<file path="config.mk">
export PLATFORM = sky130hd
export DESIGN_NAME = iomem_timer
export DESIGN_NICKNAME = d
export VERILOG_FILES = /design/src/rtl/iomem_timer.sv
export SDC_FILE = /design/constraint.sdc
export NUM_CORES = 1
export LEC_CHECK = 0
export ABC_CLOCK_PERIOD_IN_PS = 2300
export BUFFER_PORTS_ARGS = -buffer_cell sky130_fd_sc_hd__buf_2
export CAP_MARGIN = 0
export CORE_MARGIN = 5
export CORE_UTILIZATION = 45
export DETAILED_ROUTE_END_ITERATION = 12
export HOLD_SLACK_MARGIN = 0.02
export PLACE_DENSITY = 0.8
export SETUP_SLACK_MARGIN = 0.02
export SLEW_MARGIN = 20
export SYNTH_ARGS = -nofsm -noshare
export SYNTH_HDL_FRONTEND = slang
export SYNTH_SLANG_ARGS = --single-unit
</file>
<file path="constraint.sdc">
create_clock -name clk -period 2.3 [get_ports clk]
set_input_delay 0.345 -clock clk [delete_from_list [all_inputs] [get_ports clk]]
set_output_delay 0.345 -clock clk [all_outputs]
set_load 0.01 [all_outputs]
</file>
<file path="src/rtl/iomem_timer.sv">
// ----------------------------------------------------------------------------
// iomem_timer
//   Memory-mapped down-counting timer for the PicoSoC iomem bus.
//
//   Register map (byte offsets, only iomem_addr[4:2] decoded):
//     0x00 CTRL     {bit2 IRQ_EN, bit1 AUTO, bit0 EN}
//     0x04 RELOAD   [COUNT_WIDTH-1:0]
//     0x08 COUNT    [COUNT_WIDTH-1:0]
//     0x0C STATUS   {bit0 EXPIRED}, write-1-to-clear
//     0x10 PRESCALE [15:0]
//     other offsets read 0, writes ignored
//
//   Build option: define TIMER_PRESCALER_EN to include the prescaler. When it
//   is not defined, a tick occurs on every cycle with EN=1, PRESCALE reads 0
//   and writes to it are dropped.
//
//   Parameters:
//     COUNT_WIDTH  width of COUNT/RELOAD (1..32), upper read bits are 0
//
//   Ports:
//     clk          single clock
//     resetn       asynchronous active-low reset
//     iomem_valid  access request (address decode done outside this block)
//     iomem_wstrb  byte write strobes, all zero = read
//     iomem_addr   byte address
//     iomem_wdata  write data
//     iomem_ready  one-cycle access-complete pulse
//     iomem_rdata  read data, valid while iomem_ready is high
//     irq          level interrupt, EXPIRED & IRQ_EN
// ----------------------------------------------------------------------------
module iomem_timer #(
    parameter int unsigned COUNT_WIDTH = 32
) (
    input  logic        clk,
    input  logic        resetn,
    input  logic        iomem_valid,
    input  logic [3:0]  iomem_wstrb,
    input  logic [31:0] iomem_addr,
    input  logic [31:0] iomem_wdata,
    output logic        iomem_ready,
    output logic [31:0] iomem_rdata,
    output logic        irq
);

    typedef enum logic [2:0] {
        REG_CTRL     = 3'd0,
        REG_RELOAD   = 3'd1,
        REG_COUNT    = 3'd2,
        REG_STATUS   = 3'd3,
        REG_PRESCALE = 3'd4
    } reg_sel_e;

    // Replace the byte lanes selected by strb, keep the others.
    function automatic logic [31:0] byte_merge(input logic [31:0] old_val,
                                               input logic [31:0] new_val,
                                               input logic [3:0]  strb);
        logic [31:0] res;
        res = old_val;
        for (int unsigned i = 0; i < 4; i++) begin
            if (strb[i]) begin
                res[i*8 +: 8] = new_val[i*8 +: 8];
            end
        end
        return res;
    endfunction

    logic [2:0]             ctrl,   ctrl_d;
    logic [COUNT_WIDTH-1:0] reload, reload_d;
    logic [COUNT_WIDTH-1:0] count,  count_d;
    logic                   expired, expired_d;
`ifdef TIMER_PRESCALER_EN
    logic [15:0]            prescale, prescale_d;
    logic [15:0]            presc_cnt;
`endif

    logic        access;
    logic        bus_wr;
    logic        tick;
    logic        expire_evt;
    logic        status_clr;
    reg_sel_e    sel;
    logic [31:0] rd_val;

    logic unused_addr_bits;
    assign unused_addr_bits = ^{iomem_addr[31:5], iomem_addr[1:0]};

    // An access is taken only while ready is low, so a request held across
    // the ready cycle is not serviced a second time.
    assign access = iomem_valid & ~iomem_ready;
    assign bus_wr = access & (|iomem_wstrb);
    assign sel    = reg_sel_e'(iomem_addr[4:2]);

`ifdef TIMER_PRESCALER_EN
    // >= rather than == so that shrinking PRESCALE below the running
    // prescaler value cannot make it wrap through 65536.
    assign tick = ctrl[0] & (presc_cnt >= prescale);
`else
    assign tick = ctrl[0];
`endif

    assign expire_evt = tick & (count == '0);
    assign status_clr = bus_wr & (sel == REG_STATUS) & iomem_wstrb[0] & iomem_wdata[0];

    assign irq = expired & ctrl[2];

    // Read mux
    always_comb begin
        rd_val = '0;
        case (sel)
            REG_CTRL:     rd_val[2:0]             = ctrl;
            REG_RELOAD:   rd_val[COUNT_WIDTH-1:0] = reload;
            REG_COUNT:    rd_val[COUNT_WIDTH-1:0] = count;
            REG_STATUS:   rd_val[0]               = expired;
            REG_PRESCALE: begin
`ifdef TIMER_PRESCALER_EN
                rd_val[15:0] = prescale;
`endif
            end
            default:      rd_val                  = '0;
        endcase
    end

    // Timer update first, then bus writes on top so a write to COUNT or
    // CTRL overrides the timer's own change in the same cycle. EXPIRED is
    // the exception: a set from expiry beats a simultaneous W1C.
    always_comb begin
        ctrl_d   = ctrl;
        reload_d = reload;
        count_d  = count;
`ifdef TIMER_PRESCALER_EN
        prescale_d = prescale;
`endif

        if (tick) begin
            if (count == '0) begin
                if (ctrl[1]) begin
                    count_d = reload;
                end else begin
                    ctrl_d[0] = 1'b0;
                end
            end else begin
                count_d = count - COUNT_WIDTH'(1);
            end
        end

        if (bus_wr) begin
            case (sel)
                REG_CTRL:   ctrl_d   = 3'(byte_merge(32'(ctrl_d), iomem_wdata, iomem_wstrb));
                REG_RELOAD: reload_d = COUNT_WIDTH'(byte_merge(32'(reload), iomem_wdata, iomem_wstrb));
                REG_COUNT:  count_d  = COUNT_WIDTH'(byte_merge(32'(count), iomem_wdata, iomem_wstrb));
                REG_PRESCALE: begin
`ifdef TIMER_PRESCALER_EN
                    prescale_d = 16'(byte_merge(32'(prescale), iomem_wdata, iomem_wstrb));
`endif
                end
                default: ;
            endcase
        end

        expired_d = (expired & ~status_clr) | expire_evt;
    end

    always_ff @(posedge clk or negedge resetn) begin
        if (!resetn) begin
            ctrl        <= '0;
            reload      <= '0;
            count       <= '0;
            expired     <= 1'b0;
            iomem_ready <= 1'b0;
            iomem_rdata <= '0;
        end else begin
            ctrl        <= ctrl_d;
            reload      <= reload_d;
            count       <= count_d;
            expired     <= expired_d;
            iomem_ready <= access;
            if (access) begin
                iomem_rdata <= rd_val;
            end
        end
    end

`ifdef TIMER_PRESCALER_EN
    // Prescaler sits at 0 while disabled, so the cycle after EN is written
    // starts counting from 0.
    always_ff @(posedge clk or negedge resetn) begin
        if (!resetn) begin
            prescale  <= '0;
            presc_cnt <= '0;
        end else begin
            prescale <= prescale_d;
            if (!ctrl[0] || tick) begin
                presc_cnt <= '0;
            end else begin
                presc_cnt <= presc_cnt + 16'd1;
            end
        end
    end
`endif

endmodule
</file>
* Yosys cells after proc, flatten, opt, wreduce, memory -nomap -nowiden
Cells that the tools add are included.
Storage, ports and cells: bits in registers 101, input bits 71, output and inout port bits 34, word-level logic and storage cells 58
Operators by class: bitwise logic cells 11, equality and inequality tests 7, muxes and demuxes 18, reductions and logical operators 8, $add $sub $neg 1
Operator list (number):
- 32-bit 2-to-1 mux | 5
- 29-bit one-hot mux with 2 select lines | 1
- 32-bit zero test | 1
- 8-bit 2-to-1 mux | 4
- 32-bit by 1-bit subtractor with 32-bit output, second input constant | 1
- 3-bit AND reduction | 5
- 3-bit != test, second input constant | 4
- 1-bit AND | 8
- 3-bit by 2-bit equality test with 1-bit output, second input constant | 2
- 1-bit 2-to-1 mux | 6
- 2-bit one-hot mux with 3 select lines | 1
- 1-bit one-hot mux with 4 select lines | 1
- 4-bit OR reduction | 1
- 3-bit by 1-bit equality test with 1-bit output, second input constant | 1
- 3-bit zero test | 1
- 1-bit NOT | 2
- 1-bit OR | 1

* Logic depth before layout (Yosys ltp)
depth in word-level cells 9, depth in mapped cells 10, mapped depth without buffers 8

* Least setup slack after synthesis
Ideal clock, no wire load.
path kind reg-to-reg, start point reg count[8], end point reg count[22], required time 2174 ps, cell stages (with the launch flop) 8, slack -71 ps, clock period less this slack 2371 ps, setup time 126 ps, arrival time 2245 ps, path buffers 1, path through dfrtp_1 -> buf_6 -> nor4_4 -> nand3_4 -> or4_4 -> a32o_1 -> o21a_1 -> a221o_1
Between the ends: longest elaborated chain between the ends 5, elaborated cells between the ends (all ways) 6, classes of those cells add/sub (1); mux (4); reduce/logical (1)
Ends and longest elaborated chain:
- start: declaration | RTL line 69 | logic [COUNT_WIDTH-1:0] count, count_d;
- start signal: assignment | RTL line 174 | count <= count_d;
- 32-bit by 1-bit subtractor with 32-bit output / 32-bit zero test (equally long branches) | RTL line 142, 135
- 32-bit 2-to-1 mux * | RTL line 135 | if (count == '0) begin
- 32-bit 2-to-1 mux * | RTL line 134 | if (tick) begin
- 32-bit 2-to-1 mux | RTL line 147 | case (sel)
- 32-bit 2-to-1 mux * | RTL line 146 | if (bus_wr) begin
Mark *: on every way between the ends. The rest lies on a longest branch, timed or not. A chain may end at the register's enable or synchronous reset.

* Worst setup path in the final report
start point reg count[22], end point reg count[22]
Between the ends: longest elaborated chain between the ends 5, elaborated cells between the ends (all ways) 7, classes of those cells add/sub (1); mux (5); reduce/logical (1)
Ends and longest elaborated chain:
- 32-bit by 1-bit subtractor with 32-bit output, or another cell as far along | RTL line 142 | count_d = count - COUNT_WIDTH'(1);
- 32-bit 2-to-1 mux | RTL line 135
- 32-bit 2-to-1 mux * | RTL line 134
- 32-bit 2-to-1 mux | RTL line 147
- 32-bit 2-to-1 mux * | RTL line 146
Marked as above.

==> reports/metrics.cfg <==
[setup_path]
worstSetupEndpointType=flop
path_class=reg2reg
worstPathArrival_ns=2.62
crit_fanout=6
start_kind=flop
cp.required_ns=2.55

[placed_design]
place_hpwl_um=13200
io_buffer_count=75
place_area_um2=6770
finalWeightedCongestion=0.982

[synthesis]
synth_compound_area_frac=0.202
synthFlopType=dfrtp_1
synthXorXnorAreaFrac=0.00158
synth_top_family_by_area=simple AND/OR/NAND/NOR gates
synth_warnings=0
async_flop_share=1.00
synth_edf_count=0
synth.avg_cell_area_um2=9.34
seq_area_frac_synth=0.455
synthMuxAreaShare=0.0801
synth-simple-area-share=0.216
synth.net_count=668
synthAdderAreaFrac=0.00450
synth_cell_type_count=65
ys_ff_latch=101
syn_inst=595
syn_area_um2=5560

[global_route]
grt_max_degree=47
grt_pass1_vias=5755
grt_pass1_wl_um=30100
grt_overflow=0
grt_use_total=0.261
antenna_found_initial=0

[sta]
period_needed_ns=2.37
fin_ws_ns=-0.0673
skew_ns=0.0109
finalSetupViolCount=6
hold-worst-slack_ns=-0.00118
clock.fmax_ghz=0.422
rsz0062_at_grt=yes
final_max_slew_viol_count=0
fin_crit_sh=1.03
hold_viol=1
max_slew_margin=0.536
tightest_slew_ns=0.693

[finish]
fin_util=0.618
area_growth_pct=34.1
multi_input_area_um2=3030
fill_cells=1025
drive_gt1_frac=0.382
final_cell_mix=buf_4 (109), dfrtp_1 (100), nor2_1 (98), buf_2 (74), o21ai_0 (36)
final_common_cell=buf_4
final_area_um2=7450
fin_nets=829
diodes=0
seq_area_um2=2530

[drt]
drt_iter0_markers=648
vias_per_cell=6.15
vias=5714
drc=0
ant_nets=0
drt_pass1_iterations=6
wl_per_cell_um=20.5
wl_um=19000

[cts]
clk_pin_slew_worst_paths_ns=0.07
ctsHoldBuffers=0
cts_tree=yes
clk_path_buf_depth=2
clock_latency_ns=0.36
clock_sinks=101
numCtsBuffers=9
root_buffer=clkbuf_16
ctsHtreeMaxLevel=3

[status]
status=finished, violations left
violations=hold timing, setup timing

[pwr]
power.density_nw_per_um2=956
p_comb_frac=0.398
netSwitchingFraction=0.358
ir_drop_mv=0.466
leakagePower_uw=0.00335
power_switching_uw=2550
p_int_uw=4570
seqPwrFrac=0.365
p_clk_frac=0.237

[floorplanning]
die_h_um=121
coreArea_um2=12100
ios=105
row_count=40
die_w_um=121
start_util=0.461
dieArea_um2=14700

[flow_run]
max_cap_viol_count=0

[min_path]
min-delay-path-class=in2async

[power by group through the flow]
stage / logic, uW / registers (uW) / clock network [uW]
after floorplan: 1280 / 2640 / 0
after global placement: 2440 / 2570 / 0
after detailed placement: 2510 / 2600 / 0
after CTS: 2620 / 2570 / 1710
after global routing: 3050 / 2650 / 1770
final: 2830 / 2600 / 1690
[through the flow]
| stage | total power (uW) | setup slack [ns] | std cells | setup TNS, ns |
|---|---|---|---|---|
| after floorplan | 3920 | -0.00208 | 595 | -0.00208 |
| after global placement | 5010 | -0.0871 | 897 | -0.229 |
| after detailed placement | 5110 | -0.0905 | 897 | -0.491 |
| after CTS | 6900 | -0.0181 | 917 | -0.0181 |
| after global routing | 7480 | -0.135 | 929 | -1.11 |
| final | 7120 | -0.0673 | 929 | -0.215 |
[flip-flops by register name, summed over array words and instances (netlist names)]
register,flops
iomem_ready,1
expired,1
iomem_rdata,32
reload,32
ctrl,3
count,32
[routing by layer]
metal	part of all wire	GRT usage	vias to the layer above
met5	0	0	-
met4	0.028	0.108	0
met3	0.078	0.0387	46
met2	0.49	0.429	267
met1	0.41	0.346	2837
li1	-	-	2564
[critical path, cell delays in order (launching register included)]
cell and delay, ns:
dfrtp_1 0.41, nor4_2 0.30, buf_4 0.18, nand2_2 0.07, or4_4 0.63, a32o_1 0.26, o21a_1 0.16, a221o_1 0.25
[synth_stat cells (4+ instances only)]
master,instances,share of area
mux2i_1,4,0.0072
a211oi_1,10,0.014
o31ai_1,4,0.0054
nand4_1,5,0.0056
a31oi_1,10,0.011
nor4_1,14,0.016
a221oi_1,29,0.046
nor2_1,100,0.068
o211ai_1,4,0.0054
o22ai_1,6,0.0068
buf_2,9,0.0081
nand3_1,20,0.018
or4_1,4,0.0054
a21oi_1,21,0.019
inv_1,10,0.0068
nor3_1,20,0.018
and3_1,8,0.0090
nand2_1,33,0.022
or3_1,7,0.0079
dfrtp_1,101,0.45
a22oi_1,5,0.0068
clkbuf_1,30,0.020
mux2_2,34,0.069
o21ai_0,39,0.035
[area by class of cell]
type,count,share of cell area
clock buffers,12,0.0344
multi-input cells,440,0.407
clock inverters,4,0.00940
flip-flops and latches,101,0.339
well taps,168,0.0282
inverters,12,0.00604
repair buffers,192,0.175
[worst paths after layout]
check                                 from         endpoint  slack (ns)  cells past startpoint
max                              count[22]        count[22]       -0.07                      7
min                                 resetn  iomem_rdata[20]      -0.001                      1
max reg2reg                      count[22]        count[22]       -0.07                      7
min reg2reg                iomem_rdata[20]  iomem_rdata[20]        0.50                      2
max in group asynchronous           resetn         count[9]        1.55                      2
min in group clk           iomem_wdata[16]        count[16]        0.21                      3
[what timing repair did]
action,CTS,global route
endpoints found under the hold margin,0,0
pin swaps,6,11
gates resized for setup,15,34
buffers inserted,4,12
setup endpoints to repair,15,28
[kinds of logic after synthesis]
kind of cell,Yosys count
AND/OR/NAND/NOR,236
AO/OA/AOI/OAI,162
flip-flops,101
buffers and inverters,54
multiplexers,39
adder cells (fa/ha/maj),2
XOR/XNOR,1
No activity file was read; power rests on OpenSTA's default activity.
